<file path="src/rtl/vram_write_arbiter_if.sv">
// CPU write, fill-engine and VRAM port signals of the VRAM write arbiter.
// The slave modport is the arbiter side and the master modport is the driver side.
interface vram_write_arbiter_if #(
    parameter int ADDR_W = 20,
    parameter int DATA_W = 8
);
    logic              cpu_valid;
    logic              cpu_ready;
    logic [ADDR_W-1:0] cpu_address;
    logic [DATA_W-1:0] cpu_data;

    logic              fill_start;
    logic [ADDR_W-1:0] fill_base;
    logic [ADDR_W-1:0] fill_len;
    logic [DATA_W-1:0] fill_data;
    logic              fill_busy;

    logic              video_enable;
    logic [ADDR_W-1:0] rd_address;
    logic [ADDR_W-1:0] vram_address;
    logic              w_enable;
    logic [DATA_W-1:0] w_data;

    modport slave (
        input  cpu_valid, cpu_address, cpu_data,
        input  fill_start, fill_base, fill_len, fill_data,
        input  video_enable, rd_address,
        output cpu_ready, fill_busy, vram_address, w_enable, w_data
    );

    modport master (
        output cpu_valid, cpu_address, cpu_data,
        output fill_start, fill_base, fill_len, fill_data,
        output video_enable, rd_address,
        input  cpu_ready, fill_busy, vram_address, w_enable, w_data
    );
endinterface

</file>
<file path="src/rtl/vram_write_arbiter.sv">
// Shares the single VRAM port between display reads, buffered CPU byte writes and a block-fill engine.
// Writes go out only during blanking. The CPU FIFO always wins over the fill engine.
module vram_write_arbiter #(
    parameter int ADDR_W     = 20,
    parameter int DATA_W     = 8,
    parameter int FIFO_DEPTH = 4
) (
    input  logic clk,
    input  logic rst,
    vram_write_arbiter_if.slave bus
);
    localparam int PTR_W = $clog2(FIFO_DEPTH);
    localparam int CNT_W = PTR_W + 1;

    typedef enum logic {IDLE = 1'b0, FILL = 1'b1} fill_state_t;

    logic [ADDR_W-1:0] mem_addr_q [FIFO_DEPTH];
    logic [ADDR_W-1:0] mem_addr_d [FIFO_DEPTH];
    logic [DATA_W-1:0] mem_data_q [FIFO_DEPTH];
    logic [DATA_W-1:0] mem_data_d [FIFO_DEPTH];
    logic [PTR_W-1:0]  wr_ptr_q, wr_ptr_d, rd_ptr_q, rd_ptr_d;
    logic [CNT_W-1:0]  count_q, count_d;

    fill_state_t       state_q, state_d;
    logic [ADDR_W-1:0] fill_ptr_q, fill_ptr_d;
    logic [ADDR_W-1:0] remaining_q, remaining_d;
    logic [DATA_W-1:0] fill_data_q, fill_data_d;

    logic              cpu_ready, push, pop, fifo_empty, fill_we;
    logic [ADDR_W-1:0] vram_address;
    logic              w_enable;
    logic [DATA_W-1:0] w_data;

    // cpu_ready depends on the registered count only, so a pop never opens it in the same cycle.
    assign cpu_ready  = (count_q < CNT_W'(FIFO_DEPTH));
    assign fifo_empty = (count_q == '0);
    assign push       = bus.cpu_valid && cpu_ready;
    assign pop        = !bus.video_enable && !fifo_empty;
    assign fill_we    = !bus.video_enable && fifo_empty && (state_q == FILL);

    always_comb begin
        mem_addr_d = mem_addr_q;
        mem_data_d = mem_data_q;
        wr_ptr_d   = wr_ptr_q;
        rd_ptr_d   = rd_ptr_q;
        count_d    = count_q;
        if (push) begin
            mem_addr_d[wr_ptr_q] = bus.cpu_address;
            mem_data_d[wr_ptr_q] = bus.cpu_data;
            wr_ptr_d             = wr_ptr_q + 1'b1;
        end
        if (pop) begin
            rd_ptr_d = rd_ptr_q + 1'b1;
        end
        case ({push, pop})
            2'b10:   count_d = count_q + 1'b1;
            2'b01:   count_d = count_q - 1'b1;
            default: count_d = count_q;
        endcase
    end

    always_comb begin
        state_d     = state_q;
        fill_ptr_d  = fill_ptr_q;
        remaining_d = remaining_q;
        fill_data_d = fill_data_q;
        case (state_q)
            IDLE: begin
                if (bus.fill_start && (bus.fill_len != '0)) begin
                    state_d     = FILL;
                    fill_ptr_d  = bus.fill_base;
                    remaining_d = bus.fill_len;
                    fill_data_d = bus.fill_data;
                end
            end
            FILL: begin
                if (fill_we) begin
                    fill_ptr_d  = fill_ptr_q + 1'b1;
                    remaining_d = remaining_q - 1'b1;
                    if (remaining_q == ADDR_W'(1)) begin
                        state_d = IDLE;
                    end
                end
            end
            default: state_d = IDLE;
        endcase
    end

    always_comb begin
        vram_address = bus.rd_address;
        w_enable     = 1'b0;
        w_data       = '0;
        if (pop) begin
            vram_address = mem_addr_q[rd_ptr_q];
            w_data       = mem_data_q[rd_ptr_q];
            w_enable     = 1'b1;
        end else if (fill_we) begin
            vram_address = fill_ptr_q;
            w_data       = fill_data_q;
            w_enable     = 1'b1;
        end
    end

    assign bus.cpu_ready    = cpu_ready;
    assign bus.fill_busy    = (state_q == FILL);
    assign bus.vram_address = vram_address;
    assign bus.w_enable     = w_enable;
    assign bus.w_data       = w_data;

    always_ff @(posedge clk or negedge rst) begin
        if (!rst) begin
            for (int i = 0; i < FIFO_DEPTH; i++) begin
                mem_addr_q[i] <= '0;
                mem_data_q[i] <= '0;
            end
            wr_ptr_q    <= '0;
            rd_ptr_q    <= '0;
            count_q     <= '0;
            state_q     <= IDLE;
            fill_ptr_q  <= '0;
            remaining_q <= '0;
            fill_data_q <= '0;
        end else begin
            mem_addr_q  <= mem_addr_d;
            mem_data_q  <= mem_data_d;
            wr_ptr_q    <= wr_ptr_d;
            rd_ptr_q    <= rd_ptr_d;
            count_q     <= count_d;
            state_q     <= state_d;
            fill_ptr_q  <= fill_ptr_d;
            remaining_q <= remaining_d;
            fill_data_q <= fill_data_d;
        end
    end
endmodule

</file>
<file path="src/flat_wrapper.sv">
// flat-port wrapper written by rule: the top's interface ports become plain ports
module vram_write_arbiter_flat 
#(
    parameter int ADDR_W     = 20,
    parameter int DATA_W     = 8,
    parameter int FIFO_DEPTH = 4
)
  (clk, rst, bus_cpu_valid, bus_cpu_address, bus_cpu_data, bus_fill_start, bus_fill_base, bus_fill_len, bus_fill_data, bus_video_enable, bus_rd_address, bus_cpu_ready, bus_fill_busy, bus_vram_address, bus_w_enable, bus_w_data);
  vram_write_arbiter_if #(.ADDR_W(ADDR_W), .DATA_W(DATA_W)) bus_i ();
  input  logic clk;
  input  logic rst;
  input wire logic [$bits(bus_i.cpu_valid)-1:0] bus_cpu_valid;
  input wire logic [$bits(bus_i.cpu_address)-1:0] bus_cpu_address;
  input wire logic [$bits(bus_i.cpu_data)-1:0] bus_cpu_data;
  input wire logic [$bits(bus_i.fill_start)-1:0] bus_fill_start;
  input wire logic [$bits(bus_i.fill_base)-1:0] bus_fill_base;
  input wire logic [$bits(bus_i.fill_len)-1:0] bus_fill_len;
  input wire logic [$bits(bus_i.fill_data)-1:0] bus_fill_data;
  input wire logic [$bits(bus_i.video_enable)-1:0] bus_video_enable;
  input wire logic [$bits(bus_i.rd_address)-1:0] bus_rd_address;
  output wire logic [$bits(bus_i.cpu_ready)-1:0] bus_cpu_ready;
  output wire logic [$bits(bus_i.fill_busy)-1:0] bus_fill_busy;
  output wire logic [$bits(bus_i.vram_address)-1:0] bus_vram_address;
  output wire logic [$bits(bus_i.w_enable)-1:0] bus_w_enable;
  output wire logic [$bits(bus_i.w_data)-1:0] bus_w_data;
  assign bus_i.cpu_valid = bus_cpu_valid;
  assign bus_i.cpu_address = bus_cpu_address;
  assign bus_i.cpu_data = bus_cpu_data;
  assign bus_i.fill_start = bus_fill_start;
  assign bus_i.fill_base = bus_fill_base;
  assign bus_i.fill_len = bus_fill_len;
  assign bus_i.fill_data = bus_fill_data;
  assign bus_i.video_enable = bus_video_enable;
  assign bus_i.rd_address = bus_rd_address;
  assign bus_cpu_ready = bus_i.cpu_ready;
  assign bus_fill_busy = bus_i.fill_busy;
  assign bus_vram_address = bus_i.vram_address;
  assign bus_w_enable = bus_i.w_enable;
  assign bus_w_data = bus_i.w_data;
  vram_write_arbiter #(.ADDR_W(ADDR_W), .DATA_W(DATA_W), .FIFO_DEPTH(FIFO_DEPTH)) u_core (.clk(clk), .rst(rst), .bus(bus_i));
endmodule
</file>
<file path="config.mk">
export PLATFORM = sky130hd
export DESIGN_NAME = vram_write_arbiter_flat
export DESIGN_NICKNAME = d
export VERILOG_FILES = /design/src/rtl/vram_write_arbiter_if.sv /design/src/rtl/vram_write_arbiter.sv /design/src/flat_wrapper.sv
export SDC_FILE = /design/constraint.sdc
export NUM_CORES = 1
export LEC_CHECK = 0
export ABC_AREA = 1
export ABC_CLOCK_PERIOD_IN_PS = 3900
export CELL_PAD_IN_SITES_DETAIL_PLACEMENT = 1
export CELL_PAD_IN_SITES_GLOBAL_PLACEMENT = 1
export CORE_MARGIN = 2
export CORE_UTILIZATION = 43
export DETAILED_ROUTE_END_ITERATION = 8
export PLACE_DENSITY = 0.82
export SLEW_MARGIN = 20
export SYNTH_ARGS = -nofsm -noshare
export SYNTH_HDL_FRONTEND = slang
export SYNTH_SLANG_ARGS = --single-unit
</file>
<file path="constraint.sdc">
create_clock -name clk -period 3.9 [get_ports clk]
set_input_delay 0.585 -clock clk [delete_from_list [all_inputs] [get_ports clk]]
set_output_delay 0.585 -clock clk [all_outputs]
set_load 0.01 [all_outputs]
</file>
==> metrics.txt, run 1 <==
# TYPE chip_impl_metric gauge
chip_impl_info{name="final_cell_mix",value="sky130_fd_sc_hd__nand2_1, sky130_fd_sc_hd__dfrtp_1, sky130_fd_sc_hd__o21ai_0, sky130_fd_sc_hd__clkdlybuf4s50_1, sky130_fd_sc_hd__nand3_1"} 1
chip_impl_metric{name="pin_count_of_the_biggest_net_entering_global_routing",unit=""} 86
chip_impl_info{name="synth_top_cells_by_area",value="sky130_fd_sc_hd__dfrtp_1, sky130_fd_sc_hd__nand2_1, sky130_fd_sc_hd__o21ai_0"} 1
chip_impl_metric{name="ir_worst_vdd",unit="uV"} 468
chip_impl_metric{name="wl_per_cell",unit="um"} 17.8
chip_impl_metric{name="number_of_drc_markers_after_the_initial_detailed_route_iteration",unit=""} 451
chip_impl_metric{name="synth.net_count",unit=""} 1343
chip_impl_metric{name="met1_length",unit="um"} 12300
chip_impl_metric{name="post-route-period-util",unit=""} 0.840
chip_impl_info{name="hold_path_class",value="in -> async"} 1
chip_impl_metric{name="chipWidth",unit="um"} 149
chip_impl_metric{name="final.min_clock_period",unit="ns"} 3.28
chip_impl_metric{name="clock_pin_slew_on_the_worst_setup_and_hold_paths",unit="ns"} 0.07
chip_impl_metric{name="final_hold_viol_count",unit=""} 0
chip_impl_metric{name="crit_fanout",unit=""} 21
chip_impl_metric{name="worstMarginPinSlew",unit="ns"} 1.12
chip_impl_metric{name="clock_skew",unit="ns"} 0.0102
chip_impl_info{name="mostFrequentLayoutCell",value="sky130_fd_sc_hd__nand2_1"} 1
chip_impl_metric{name="grt_overflow",unit=""} 0
chip_impl_metric{name="synth_edf_count",unit=""} 0
chip_impl_metric{name="grt_pass1_wl",unit="um"} 47000
chip_impl_metric{name="final_layout_size_suffix_gt1_frac",unit=""} 0.0652
chip_impl_metric{name="grtUsageTotal",unit=""} 0.271
chip_impl_info{name="ctsRootBufferMaster",value="sky130_fd_sc_hd__clkbuf_16"} 1
chip_impl_metric{name="placementRows",unit=""} 53
chip_impl_info{name="critPathLaunchType",value="input pin"} 1
chip_impl_metric{name="cts-root-to-sink-buffers",unit=""} 2
chip_impl_metric{name="postSynth.asyncResetShare",unit=""} 1.00
chip_impl_metric{name="cts_hold_buf",unit=""} 0
chip_impl_metric{name="layout-area-overhead-vs-synth",unit="%"} 23.2
chip_impl_metric{name="antenna_fix_cells",unit=""} 0
chip_impl_metric{name="ys_ff_latch",unit=""} 168
chip_impl_metric{name="routabilityCongestion",unit=""} 0.852
chip_impl_info{name="critical_register_to_register_path_startpoint",value="u_core.count_q[0]$_DFFE_PN0P_"} 1
chip_impl_metric{name="final_net_count",unit=""} 1446
chip_impl_metric{name="maxSlewViolCount",unit=""} 0
chip_impl_metric{name="grt_antenna_before_repair",unit=""} 0
chip_impl_metric{name="synth_area_per_cell",unit="um2"} 7.36
chip_impl_metric{name="drt_drc_violations_left",unit=""} 0
chip_impl_metric{name="detailedPlacementHpwl",unit="um"} 19800
chip_impl_info{name="tritoncts",value="built"} 1
chip_impl_metric{name="netlist_area",unit="um2"} 9070
chip_impl_metric{name="floorplan.core_area",unit="um2"} 20900
chip_impl_metric{name="count_of_clock_tree_sinks",unit=""} 168
chip_impl_metric{name="design_power_total",unit="mW"} 8.52
chip_impl_metric{name="met2RoutedLength",unit="um"} 14600
chip_impl_metric{name="die-area",unit="um2"} 22300
chip_impl_metric{name="synth.lib_cells_used.distinct",unit=""} 34
chip_impl_metric{name="synth-seq-area-share",unit=""} 0.464
chip_impl_metric{name="worstSkewPairLatency",unit="ns"} 0.44
chip_impl_info{name="status",value="finished, final reports clean"} 1
chip_impl_metric{name="vias_in_the_first_global_route",unit=""} 9070
chip_impl_metric{name="r2r_depth",unit=""} 9
chip_impl_metric{name="postSynthCellCount",unit=""} 1233
chip_impl_metric{name="pre_cts_ws",unit="ns"} 0.236
chip_impl_info{name="critical_path.reg2reg.endpoint",value="u_core.count_q[2]$_DFFE_PN0P_"} 1
chip_impl_metric{name="ioPinCount",unit=""} 132
chip_impl_metric{name="total_leakage_power",unit="nW"} 5.21
chip_impl_info{name="yosysTopAreaCell",value="sky130_fd_sc_hd__dfrtp_1"} 1
chip_impl_metric{name="timing.setup.tns",unit="ns"} 0
chip_impl_metric{name="drt_pre_antenna_iters",unit=""} 5
chip_impl_metric{name="clock.fmax",unit="MHz"} 305
chip_impl_metric{name="post_cts_resize_count",unit=""} 0
chip_impl_metric{name="vias_per_cell",unit=""} 5.34
chip_impl_metric{name="initial_core_util",unit=""} 0.434
chip_impl_metric{name="worst-r2r-setup-slack",unit="ns"} 1.53
chip_impl_metric{name="number_of_buffers_added_by_the_clock_tree_synthesis_step",unit=""} 17
chip_impl_metric{name="synth.yosys.warnings",unit=""} 0
chip_impl_metric{name="detailroute.via_count",unit=""} 8674
chip_impl_metric{name="power_per_cell_area",unit="nW/um2"} 763
chip_impl_metric{name="post_cts_setup_bufs",unit=""} 0
chip_impl_metric{name="final.fill_count",unit=""} 2617
chip_impl_info{name="setup_crit_end_kind",value="output port"} 1
chip_impl_metric{name="routed_met3_length",unit="um"} 1280
chip_impl_info{name="synth_top_flop_cell",value="sky130_fd_sc_hd__dfrtp_1"} 1
chip_impl_metric{name="slew_hr",unit=""} 0.250
chip_impl_info{name="rsz0062_at_grt",value="false"} 1
chip_impl_metric{name="fp.dieH",unit="um"} 149
chip_impl_metric{name="setup_violations",unit=""} 0
chip_impl_info{name="highest-signal-layer",value="met4"} 1
chip_impl_info{name="worst_setup_path_class",value="in -> out"} 1
chip_impl_metric{name="drv.max_cap_violation_count",unit=""} 0
chip_impl_metric{name="drt_wl_total",unit="um"} 29000
chip_impl_metric{name="ctsHtreeMaxLevel",unit=""} 4
chip_impl_metric{name="worst-endpoint-required",unit="ns"} 3.31
chip_impl_metric{name="postRouteAntennaNets",unit=""} 0
chip_impl_metric{name="synth.top_cell.area_share",unit=""} 0.464
chip_impl_metric{name="finalWorstSetupSlack",unit="ns"} 0.625
chip_impl_metric{name="io_buffer_count",unit=""} 131
chip_impl_metric{name="critPathArrivalTime",unit="ns"} 2.69
==> worst max path at each step <==
stage / start / end / cells after the start
5_1_grt: u_core.rd_ptr_q[0]$_DFFE_PN0N_ / bus_vram_address[19] / 6
2_1_floorplan: bus_video_enable / u_core.count_q[2]$_DFFE_PN0P_ / 8
3_3_place_gp: bus_video_enable / bus_vram_address[19] / 6
4_1_cts: bus_video_enable / bus_vram_address[17] / 6
6_report: bus_video_enable / bus_vram_address[17] / 6
3_5_place_dp: bus_video_enable / bus_vram_address[17] / 6
==> layer usage <==
metal / up-vias / GRT usage
li1: 4186 / -
met1: 4269 / 0.337
met2: 171 / 0.472
met3: 48 / 0.0492
met4: 0 / 0.100
met5: - / 0
==> flip-flops by register name, indices dropped and copies added (netlist names), 2 cells and up <==
signal              count
u_core.remaining_q     20
u_core.fill_ptr_q      20
u_core.fill_data_q      8
u_core.count_q          3
u_core.wr_ptr_q         2
u_core.rd_ptr_q         2
u_core.mem_data_q      32
u_core.mem_addr_q      80
==> area by class of cell <==
cell class	count	area (um2)	share of cell area
clock inverters	14	186	0.0167
clock buffers	18	439	0.0393
multi-input cells	886	4120	0.369
well taps	275	344	0.0308
repair buffers	150	1460	0.130
inverters	113	427	0.0382
flip-flops and latches	168	4210	0.376
==> cells in the mapped netlist, types with 9 or more instances <==
cell                       instances
sky130_fd_sc_hd__a21oi_1          30
sky130_fd_sc_hd__buf_2            30
sky130_fd_sc_hd__buf_4             9
sky130_fd_sc_hd__clkbuf_1         18
sky130_fd_sc_hd__dfrtp_1         168
sky130_fd_sc_hd__inv_1           108
sky130_fd_sc_hd__nand2_1         407
sky130_fd_sc_hd__nand3_1         112
sky130_fd_sc_hd__nor2_1           66
sky130_fd_sc_hd__o211ai_1         20
sky130_fd_sc_hd__o21ai_0         159
sky130_fd_sc_hd__o21ai_1          25
sky130_fd_sc_hd__or2_2            18
==> critical path, cell delays in order <==
cell and delay [ns]:
sky130_fd_sc_hd__clkdlybuf4s50_1 0.57, sky130_fd_sc_hd__nor2_2 0.10, sky130_fd_sc_hd__nor2_4 0.53, sky130_fd_sc_hd__nand2_1 0.18, sky130_fd_sc_hd__o211ai_1 0.15, sky130_fd_sc_hd__clkdlybuf4s50_1 0.57
==> metrics by stage <==
stage	cells	utilization	hold WS, ns	area [um2]
finish	1624	0.535	0.203	11200
CTS	1624	0.535	0.229	11200
detailed placement	1592	0.505	0.467	10500
floorplan	1233	-	0.289	9070
global route	1624	0.535	0.251	11200
global placement	1592	0.505	0.458	10500
==> kinds of logic after synthesis <==
| group | Yosys count | share of synthesized area |
|---|---|---|
| AO/OA/AOI/OAI | 242 | 0.143 |
| XOR/XNOR | 6 | 0.00579 |
| adder cells (fa/ha/maj) | 9 | 0.0132 |
| buffers and inverters | 179 | 0.0833 |
| flip-flops | 168 | 0.464 |
| AND/OR/NAND/NOR | 629 | 0.291 |
==> power by group <==
part | switching [mW] | internal, mW | total (mW)
logic | 2.25 | 1.38 | 3.63
registers | 0.555 | 2.52 | 3.08
clock network | 0.771 | 1.04 | 1.82
total | 3.58 | 4.94 | 8.52
(Power assumes the default switching activity.)
==> inputs of run 2 (changes only) <==
- ABC_CLOCK_PERIOD_IN_PS: 3900 -> 2700
- CORE_UTILIZATION: 43 -> 36
- PLACE_DENSITY: 0.82 -> 0.73
- clock period: 3.9 -> 2.7 ns (I/O delays scaled with it)
==> run 2 against run 1 <==
Effect of this change: highest routed layer unchanged; largest cell class unchanged; utilization fell by 7.7 points; non-clock buffer count is 17 higher; sequential share of layout area down 0.83 points; critical path depth down 1; sequential power rose by 44%; clock power up 38%; combinational power is 44% higher; routed wire length is 1.8% lower; register-to-register slack worse by 1.1 ns.
==> metrics.txt, run 2 (same netlist as run 1, synthesis figures left out) <==
# TYPE chip_impl_metric gauge
chip_impl_info{name="tritoncts",value="built"} 1
chip_impl_metric{name="number_of_buffers_added_by_the_clock_tree_synthesis_step",unit=""} 17
chip_impl_metric{name="antenna_fix_cells",unit=""} 0
chip_impl_metric{name="grt_antenna_before_repair",unit=""} 0
chip_impl_metric{name="design_power_total",unit="mW"} 12.2
chip_impl_metric{name="dpl.cell_count",unit=""} 1660
chip_impl_metric{name="post-route-period-util",unit=""} 0.966
chip_impl_metric{name="finalWorstSetupSlack",unit="ns"} 0.0906
chip_impl_metric{name="floorplan.core_area",unit="um2"} 25000
chip_impl_info{name="setup_crit_end_kind",value="output port"} 1
chip_impl_metric{name="hold_ws",unit="ns"} 0.485
chip_impl_metric{name="fin_area",unit="um2"} 11400
chip_impl_info{name="ctsRootBufferMaster",value="sky130_fd_sc_hd__clkbuf_16"} 1
chip_impl_metric{name="worstMarginPinSlew",unit="ns"} 0.689
chip_impl_metric{name="slew_hr",unit=""} 0.540
chip_impl_metric{name="cts-root-to-sink-buffers",unit=""} 2
chip_impl_metric{name="place_area",unit="um2"} 10800
chip_impl_metric{name="io_buffer_count",unit=""} 131
chip_impl_metric{name="chipWidth",unit="um"} 163
chip_impl_info{name="worst_setup_path_class",value="in -> out"} 1
chip_impl_metric{name="drt_drc_violations_left",unit=""} 0
chip_impl_metric{name="number_of_drc_markers_after_the_initial_detailed_route_iteration",unit=""} 556
chip_impl_metric{name="ioPinCount",unit=""} 132
chip_impl_metric{name="count_of_clock_tree_sinks",unit=""} 168
chip_impl_metric{name="drv.max_cap_violation_count",unit=""} 0
chip_impl_metric{name="postRouteAntennaNets",unit=""} 0
chip_impl_metric{name="detailroute.via_count",unit=""} 8497
chip_impl_info{name="critical_register_to_register_path_startpoint",value="u_core.count_q[0]$_DFFE_PN0P_"} 1
chip_impl_metric{name="fp.dieH",unit="um"} 163
chip_impl_info{name="critPathLaunchType",value="input pin"} 1
chip_impl_metric{name="critPathArrivalTime",unit="ns"} 2.20
chip_impl_metric{name="largest_reg_flops",unit=""} 80
chip_impl_metric{name="whs_path_depth",unit=""} 2
chip_impl_metric{name="crit_fanout",unit=""} 10
chip_impl_metric{name="timing.setup.tns",unit="ns"} 0
chip_impl_metric{name="ctsHtreeMaxLevel",unit=""} 4
chip_impl_metric{name="ir_worst_vdd",unit="uV"} 472
chip_impl_metric{name="drt_pre_antenna_iters",unit=""} 4
chip_impl_metric{name="final.min_clock_period",unit="ns"} 2.61
chip_impl_metric{name="placementRows",unit=""} 58
chip_impl_metric{name="clock_pin_slew_on_the_worst_setup_and_hold_paths",unit="ns"} 0.06
chip_impl_metric{name="vias_per_cell",unit=""} 5.01
chip_impl_info{name="hp-start",value="u_core.mem_addr_q[72]$_DFFE_PN0P_"} 1
chip_impl_metric{name="clock_skew",unit="ns"} 0.0132
chip_impl_metric{name="routabilityCongestion",unit=""} 0.853
chip_impl_metric{name="final_net_count",unit=""} 1463
chip_impl_info{name="most_flops_register",value="u_core.mem_addr_q"} 1
chip_impl_metric{name="worstSkewPairLatency",unit="ns"} 0.43
chip_impl_metric{name="maxSlewViolCount",unit=""} 0
chip_impl_metric{name="grt_overflow",unit=""} 0
chip_impl_info{name="mostFrequentLayoutCell",value="sky130_fd_sc_hd__nand2_1"} 1
chip_impl_metric{name="power_per_cell_area",unit="nW/um2"} 1070
chip_impl_metric{name="grt_pass1_wl",unit="um"} 46700
chip_impl_metric{name="drt_wl_total",unit="um"} 28500
chip_impl_info{name="startpoint",value="bus_video_enable"} 1
chip_impl_metric{name="vias_in_the_first_global_route",unit=""} 8716
chip_impl_metric{name="pre_cts_ws",unit="ns"} -0.0996
chip_impl_metric{name="final_cells",unit=""} 1695
chip_impl_metric{name="fin_util",unit=""} 0.458
chip_impl_metric{name="total_leakage_power",unit="nW"} 5.37
chip_impl_metric{name="die-area",unit="um2"} 26500
chip_impl_metric{name="clock.fmax",unit="MHz"} 383
chip_impl_metric{name="final_layout_size_suffix_gt1_frac",unit=""} 0.0762
chip_impl_metric{name="worst-endpoint-required",unit="ns"} 2.30
chip_impl_info{name="final_cell_mix",value="sky130_fd_sc_hd__nand2_1, sky130_fd_sc_hd__dfrtp_1, sky130_fd_sc_hd__o21ai_0, sky130_fd_sc_hd__nand3_1, sky130_fd_sc_hd__clkdlybuf4s50_1"} 1
chip_impl_metric{name="grtUsageTotal",unit=""} 0.223
chip_impl_metric{name="wl_per_cell",unit="um"} 16.8
chip_impl_metric{name="detailedPlacementHpwl",unit="um"} 20300
chip_impl_metric{name="layout-area-overhead-vs-synth",unit="%"} 26.0
chip_impl_metric{name="pin_count_of_the_biggest_net_entering_global_routing",unit=""} 71
chip_impl_info{name="reg_top3",value="u_core.mem_addr_q: 80 flops, u_core.mem_data_q: 32 flops"} 1
chip_impl_info{name="status",value="finished, final reports clean"} 1
chip_impl_metric{name="initial_core_util",unit=""} 0.363
chip_impl_info{name="hold_path_class",value="reg -> reg"} 1
chip_impl_metric{name="final_hold_viol_count",unit=""} 0
chip_impl_metric{name="r2r_depth",unit=""} 9
chip_impl_metric{name="setup_violations",unit=""} 0
chip_impl_info{name="rsz0062_at_grt",value="false"} 1
[run 2: changes by cell type in the layout (fill, tap and decap cells not counted), moves of 2 or more]
cell	before	now
sky130_fd_sc_hd__clkinvlp_4	0	2
sky130_fd_sc_hd__o21ai_0	159	157
sky130_fd_sc_hd__clkdlybuf4s50_1	130	110
sky130_fd_sc_hd__dlygate4sd2_1	0	19
sky130_fd_sc_hd__buf_4	19	25
sky130_fd_sc_hd__buf_12	0	7
sky130_fd_sc_hd__buf_6	1	3
sky130_fd_sc_hd__o21ai_1	25	27
sky130_fd_sc_hd__clkinv_4	3	1
[run 2: repair_timing]
action,in CTS,in global routing
buffers inserted,3,0
hold buffers,1,0
endpoints found under the setup margin,29,3
pin swaps,2,1
hold endpoints to repair,2,0
gates resized for setup,28,2
[run 2: path summary, 6_finish.rpt]
kind,end,slack (ns)
max in group asynchronous,u_core.mem_addr_q[72]$_DFFE_PN0P_,1.40
worst max-delay path,bus_w_data[6],0.09
worst min-delay path,u_core.mem_addr_q[72]$_DFFE_PN0P_,0.49
worst min register to register,u_core.mem_addr_q[72]$_DFFE_PN0P_,0.49
min in group asynchronous,u_core.mem_addr_q[22]$_DFFE_PN0P_,0.54
worst max register to register,u_core.count_q[2]$_DFFE_PN0P_,0.48
[run 2: power breakdown]
part / switching (mW) / total (mW) / internal (mW)
logic: 3.17 / 5.23 / 2.07
clock network: 1.12 / 2.51 / 1.39
registers: 0.812 / 4.45 / 3.64
total: 5.10 / 12.2 / 7.10
[run 2: cell type report]
type | count | area (um2)
Clock inverter | 14 | 163
Multi-Input combinational cell | 886 | 4130
Timing Repair Buffer | 167 | 1670
Tap cell | 330 | 413
Fill cell | 3103 | 13500
Clock buffer | 17 | 425
Sequential cell | 168 | 4210
Inverter | 113 | 429
[run 2: worst max-delay path, stage by stage]
cell and delay [ns]:
sky130_fd_sc_hd__clkdlybuf4s50_1 0.49, sky130_fd_sc_hd__nor2_2 0.29, sky130_fd_sc_hd__buf_4 0.26, sky130_fd_sc_hd__a32o_1 0.21, sky130_fd_sc_hd__clkdlybuf4s50_1 0.54
[run 2: layer usage]
layer	share of wire	wire length [um]	up-vias	track usage
met5	0	0	-	0
met4	0.015	434	0	0.0539
met3	0.027	756	23	0.0313
met2	0.50	14100	121	0.383
met1	0.46	13200	4133	0.299
li1	-	-	4220	-
==> inputs of run 3 (changes only) <==
- CORE_ASPECT_RATIO: not set -> 1.5
==> run 3 against run 2 <==
Effect of this change: non-clock buffer count is 6 lower; routed wire length is 2.2% higher; first-iteration DRC count is 26% lower; sequential power hardly changed; critical path depth is 1 higher; power is 0.95% higher; clock-buffer cell count is 1 higher; combinational power is 0.8% higher; cell count is 0.41% lower; register-to-register slack better by 0.13 ns; flip-flop and latch count stayed put.
==> metrics.txt, run 3 (same netlist as run 1, synthesis figures left out) <==
# TYPE chip_impl_metric gauge
chip_impl_info{name="status",value="finished, final reports clean"} 1
chip_impl_metric{name="power.combinational.fraction",unit=""} 0.428
chip_impl_info{name="hold_path_class",value="reg -> reg"} 1
chip_impl_metric{name="wl_per_cell",unit="um"} 17.2
chip_impl_metric{name="ctsHtreeMaxLevel",unit=""} 4
chip_impl_info{name="most_flops_register",value="u_core.mem_addr_q"} 1
chip_impl_metric{name="clock_pin_slew_on_the_worst_setup_and_hold_paths",unit="ns"} 0.06
chip_impl_metric{name="worstMarginPinSlew",unit="ns"} 0.584
chip_impl_metric{name="final_layout_size_suffix_gt1_frac",unit=""} 0.0721
chip_impl_metric{name="finalWorstSetupSlack",unit="ns"} 0.0967
chip_impl_metric{name="pre_cts_ws",unit="ns"} -0.0425
chip_impl_metric{name="chipWidth",unit="um"} 134
chip_impl_info{name="hp-start",value="u_core.rd_ptr_q[1]$_DFFE_PN0N_"} 1
chip_impl_metric{name="ir_worst_vdd",unit="uV"} 528
chip_impl_metric{name="worstSkewPairLatency",unit="ns"} 0.43
chip_impl_metric{name="final.min_clock_period",unit="ns"} 2.60
chip_impl_metric{name="detailroute.via_count",unit=""} 8595
chip_impl_metric{name="grt_antenna_before_repair",unit=""} 0
chip_impl_metric{name="detailedPlacementHpwl",unit="um"} 21100
chip_impl_metric{name="design_power_total",unit="mW"} 12.3
chip_impl_metric{name="largest_reg_flops",unit=""} 80
chip_impl_metric{name="fin_area",unit="um2"} 11400
chip_impl_metric{name="final_hold_viol_count",unit=""} 0
chip_impl_metric{name="setup_violations",unit=""} 0
chip_impl_metric{name="grtUsageTotal",unit=""} 0.228
chip_impl_metric{name="floorplan.core_area",unit="um2"} 25000
chip_impl_metric{name="antenna_fix_cells",unit=""} 0
chip_impl_metric{name="worst-endpoint-required",unit="ns"} 2.30
chip_impl_metric{name="pin_count_of_the_biggest_net_entering_global_routing",unit=""} 56
chip_impl_info{name="ctsRootBufferMaster",value="sky130_fd_sc_hd__clkbuf_16"} 1
chip_impl_info{name="reg_top3",value="u_core.mem_addr_q: 80 flops, u_core.mem_data_q: 32 flops"} 1
chip_impl_metric{name="postRouteAntennaNets",unit=""} 0
chip_impl_metric{name="cts-root-to-sink-buffers",unit=""} 2
chip_impl_info{name="worst_setup_path_class",value="reg -> out"} 1
chip_impl_info{name="critical_register_to_register_path_startpoint",value="u_core.count_q[0]$_DFFE_PN0P_"} 1
chip_impl_info{name="whs_endpoint",value="u_core.rd_ptr_q[1]$_DFFE_PN0N_"} 1
chip_impl_metric{name="clockPowerShare",unit=""} 0.211
chip_impl_metric{name="maxSlewViolCount",unit=""} 0
chip_impl_info{name="critical_path.reg2reg.endpoint",value="u_core.count_q[2]$_DFFE_PN0P_"} 1
chip_impl_metric{name="r2r_depth",unit=""} 9
chip_impl_metric{name="vias_per_cell",unit=""} 5.09
chip_impl_metric{name="share_seq_of_total_power",unit=""} 0.361
chip_impl_metric{name="number_of_buffers_added_by_the_clock_tree_synthesis_step",unit=""} 17
chip_impl_metric{name="post-route-period-util",unit=""} 0.964
chip_impl_info{name="final_cell_mix",value="sky130_fd_sc_hd__nand2_1, sky130_fd_sc_hd__dfrtp_1, sky130_fd_sc_hd__o21ai_0, sky130_fd_sc_hd__nand3_1, sky130_fd_sc_hd__clkdlybuf4s50_1"} 1
chip_impl_metric{name="dpl.cell_count",unit=""} 1653
chip_impl_metric{name="layout-area-overhead-vs-synth",unit="%"} 26.1
chip_impl_metric{name="worst-r2r-setup-slack",unit="ns"} 0.61
chip_impl_metric{name="cellInternalPower",unit="mW"} 7.21
chip_impl_info{name="tritoncts",value="built"} 1
chip_impl_metric{name="drt_drc_violations_left",unit=""} 0
chip_impl_metric{name="clock.fmax",unit="MHz"} 384
chip_impl_metric{name="drt_wl_total",unit="um"} 29100
chip_impl_metric{name="number_of_drc_markers_after_the_initial_detailed_route_iteration",unit=""} 411
chip_impl_metric{name="initial_core_util",unit=""} 0.363
chip_impl_metric{name="vias_in_the_first_global_route",unit=""} 9030
chip_impl_metric{name="power_per_cell_area",unit="nW/um2"} 1080
chip_impl_metric{name="grt_pass1_wl",unit="um"} 47300
chip_impl_metric{name="crit_fanout",unit=""} 9
chip_impl_metric{name="slew_hr",unit=""} 0.611
chip_impl_metric{name="grt_overflow",unit=""} 0
chip_impl_info{name="critPathLaunchType",value="register"} 1
chip_impl_metric{name="final_cells",unit=""} 1688
chip_impl_info{name="mostFrequentLayoutCell",value="sky130_fd_sc_hd__nand2_1"} 1
chip_impl_metric{name="fin_util",unit=""} 0.458
chip_impl_metric{name="routabilityCongestion",unit=""} 0.828
chip_impl_metric{name="final_net_count",unit=""} 1457
chip_impl_metric{name="critPathArrivalTime",unit="ns"} 2.20
chip_impl_metric{name="whs_path_depth",unit=""} 1
chip_impl_metric{name="fp.dieH",unit="um"} 198
chip_impl_metric{name="placementRows",unit=""} 71
chip_impl_info{name="rsz0062_at_grt",value="false"} 1
chip_impl_metric{name="die-area",unit="um2"} 26500
chip_impl_metric{name="place_area",unit="um2"} 10800
chip_impl_metric{name="io_buffer_count",unit=""} 131
chip_impl_metric{name="total_leakage_power",unit="nW"} 5.40
chip_impl_info{name="setup_crit_end_kind",value="output port"} 1
chip_impl_metric{name="netSwitchingPower",unit="mW"} 5.11
chip_impl_metric{name="ioPinCount",unit=""} 132
chip_impl_metric{name="drv.max_cap_violation_count",unit=""} 0
chip_impl_metric{name="clock_skew",unit="ns"} 0.00811
chip_impl_metric{name="switching_fraction",unit=""} 0.415
chip_impl_metric{name="drt_pre_antenna_iters",unit=""} 5
chip_impl_metric{name="count_of_clock_tree_sinks",unit=""} 168
[run 3: changes by cell type in the layout (fill, tap and decap cells not counted), moves of 2 or more]
cell | previous run | this run
sky130_fd_sc_hd__o21ai_1 | 27 | 25
sky130_fd_sc_hd__buf_12 | 7 | 10
sky130_fd_sc_hd__dlymetal6s2s_1 | 1 | 5
sky130_fd_sc_hd__dlygate4sd2_1 | 19 | 15
sky130_fd_sc_hd__buf_6 | 3 | 1
sky130_fd_sc_hd__buf_4 | 25 | 19
sky130_fd_sc_hd__inv_8 | 3 | 1
sky130_fd_sc_hd__o21ai_0 | 157 | 159
sky130_fd_sc_hd__clkinv_4 | 1 | 3
[run 3: final cells by class]
type | instances | area [um2]
Inverter | 113 | 428
Clock buffer | 18 | 429
Fill cell | 3090 | 13500
Timing Repair Buffer | 161 | 1660
Multi-Input combinational cell | 886 | 4120
Sequential cell | 168 | 4210
Clock inverter | 14 | 186
Tap cell | 328 | 410
[run 3: critical path: stages (launching register included)]
cell,delay (ns)
sky130_fd_sc_hd__dfrtp_1,0.43
sky130_fd_sc_hd__nor3_4,0.23
sky130_fd_sc_hd__buf_4,0.15
sky130_fd_sc_hd__nand2_2,0.08
sky130_fd_sc_hd__clkinv_2,0.17
sky130_fd_sc_hd__a32o_1,0.17
sky130_fd_sc_hd__clkdlybuf4s50_1,0.54
[run 3: power groups by stage]
stage                     Combinational (mW)  Sequential, mW  Clock (mW)
final                                   5.27            4.45        2.60
after floorplan                         3.45            4.23           0
after detailed placement                5.37            4.48           0
after global routing                    5.99            4.62        2.73
after CTS                               5.36            4.44        2.64
after global placement                  5.23            4.43           0
[run 3: worst max-delay path by stage]
| stage | startpoint | endpoint | slack, ns | cells past startpoint |
|---|---|---|---|---|
| CTS | u_core.count_q[0]$_DFFE_PN0P_ | bus_vram_address[3] | 0.001 | 7 |
| floorplan | u_core.count_q[0]$_DFFE_PN0P_ | u_core.count_q[2]$_DFFE_PN0P_ | 0.84 | 9 |
| global route | u_core.count_q[2]$_DFFE_PN0P_ | bus_w_data[6] | 0.002 | 6 |
| finish | u_core.count_q[2]$_DFFE_PN0P_ | bus_w_data[0] | 0.1 | 6 |
| detailed placement | bus_video_enable | bus_w_data[0] | -0.04 | 6 |
| global placement | bus_video_enable | bus_w_data[2] | 0.08 | 6 |
[run 3: what timing repair did]
action / in CTS / in global routing
endpoints found under the hold margin: 38 / 0
setup buffers: 1 / 1
hold buffers: 1 / 0
setup endpoints to repair: 28 / 5
pin swaps: 0 / 1
gates cloned: 0 / 0
gates resized for setup: 17 / 5
[run 3: per-layer routing]
metal | vias up | part of all wire | GRT usage
met1 | 4199 | 0.41 | 0.258
met2 | 149 | 0.53 | 0.430
li1 | 4208 | - | -
met5 | - | 0 | 0
met4 | 0 | 0.029 | 0.0847
met3 | 39 | 0.027 | 0.0329
[run 3: metrics by stage]
stage          hold WS (ns)  TNS [ns]
2_1_floorplan         0.109         0
3_3_place_gp          0.360         0
3_5_place_dp          0.364    -0.153
4_1_cts               0.473         0
5_1_grt               0.496         0
6_report              0.469         0
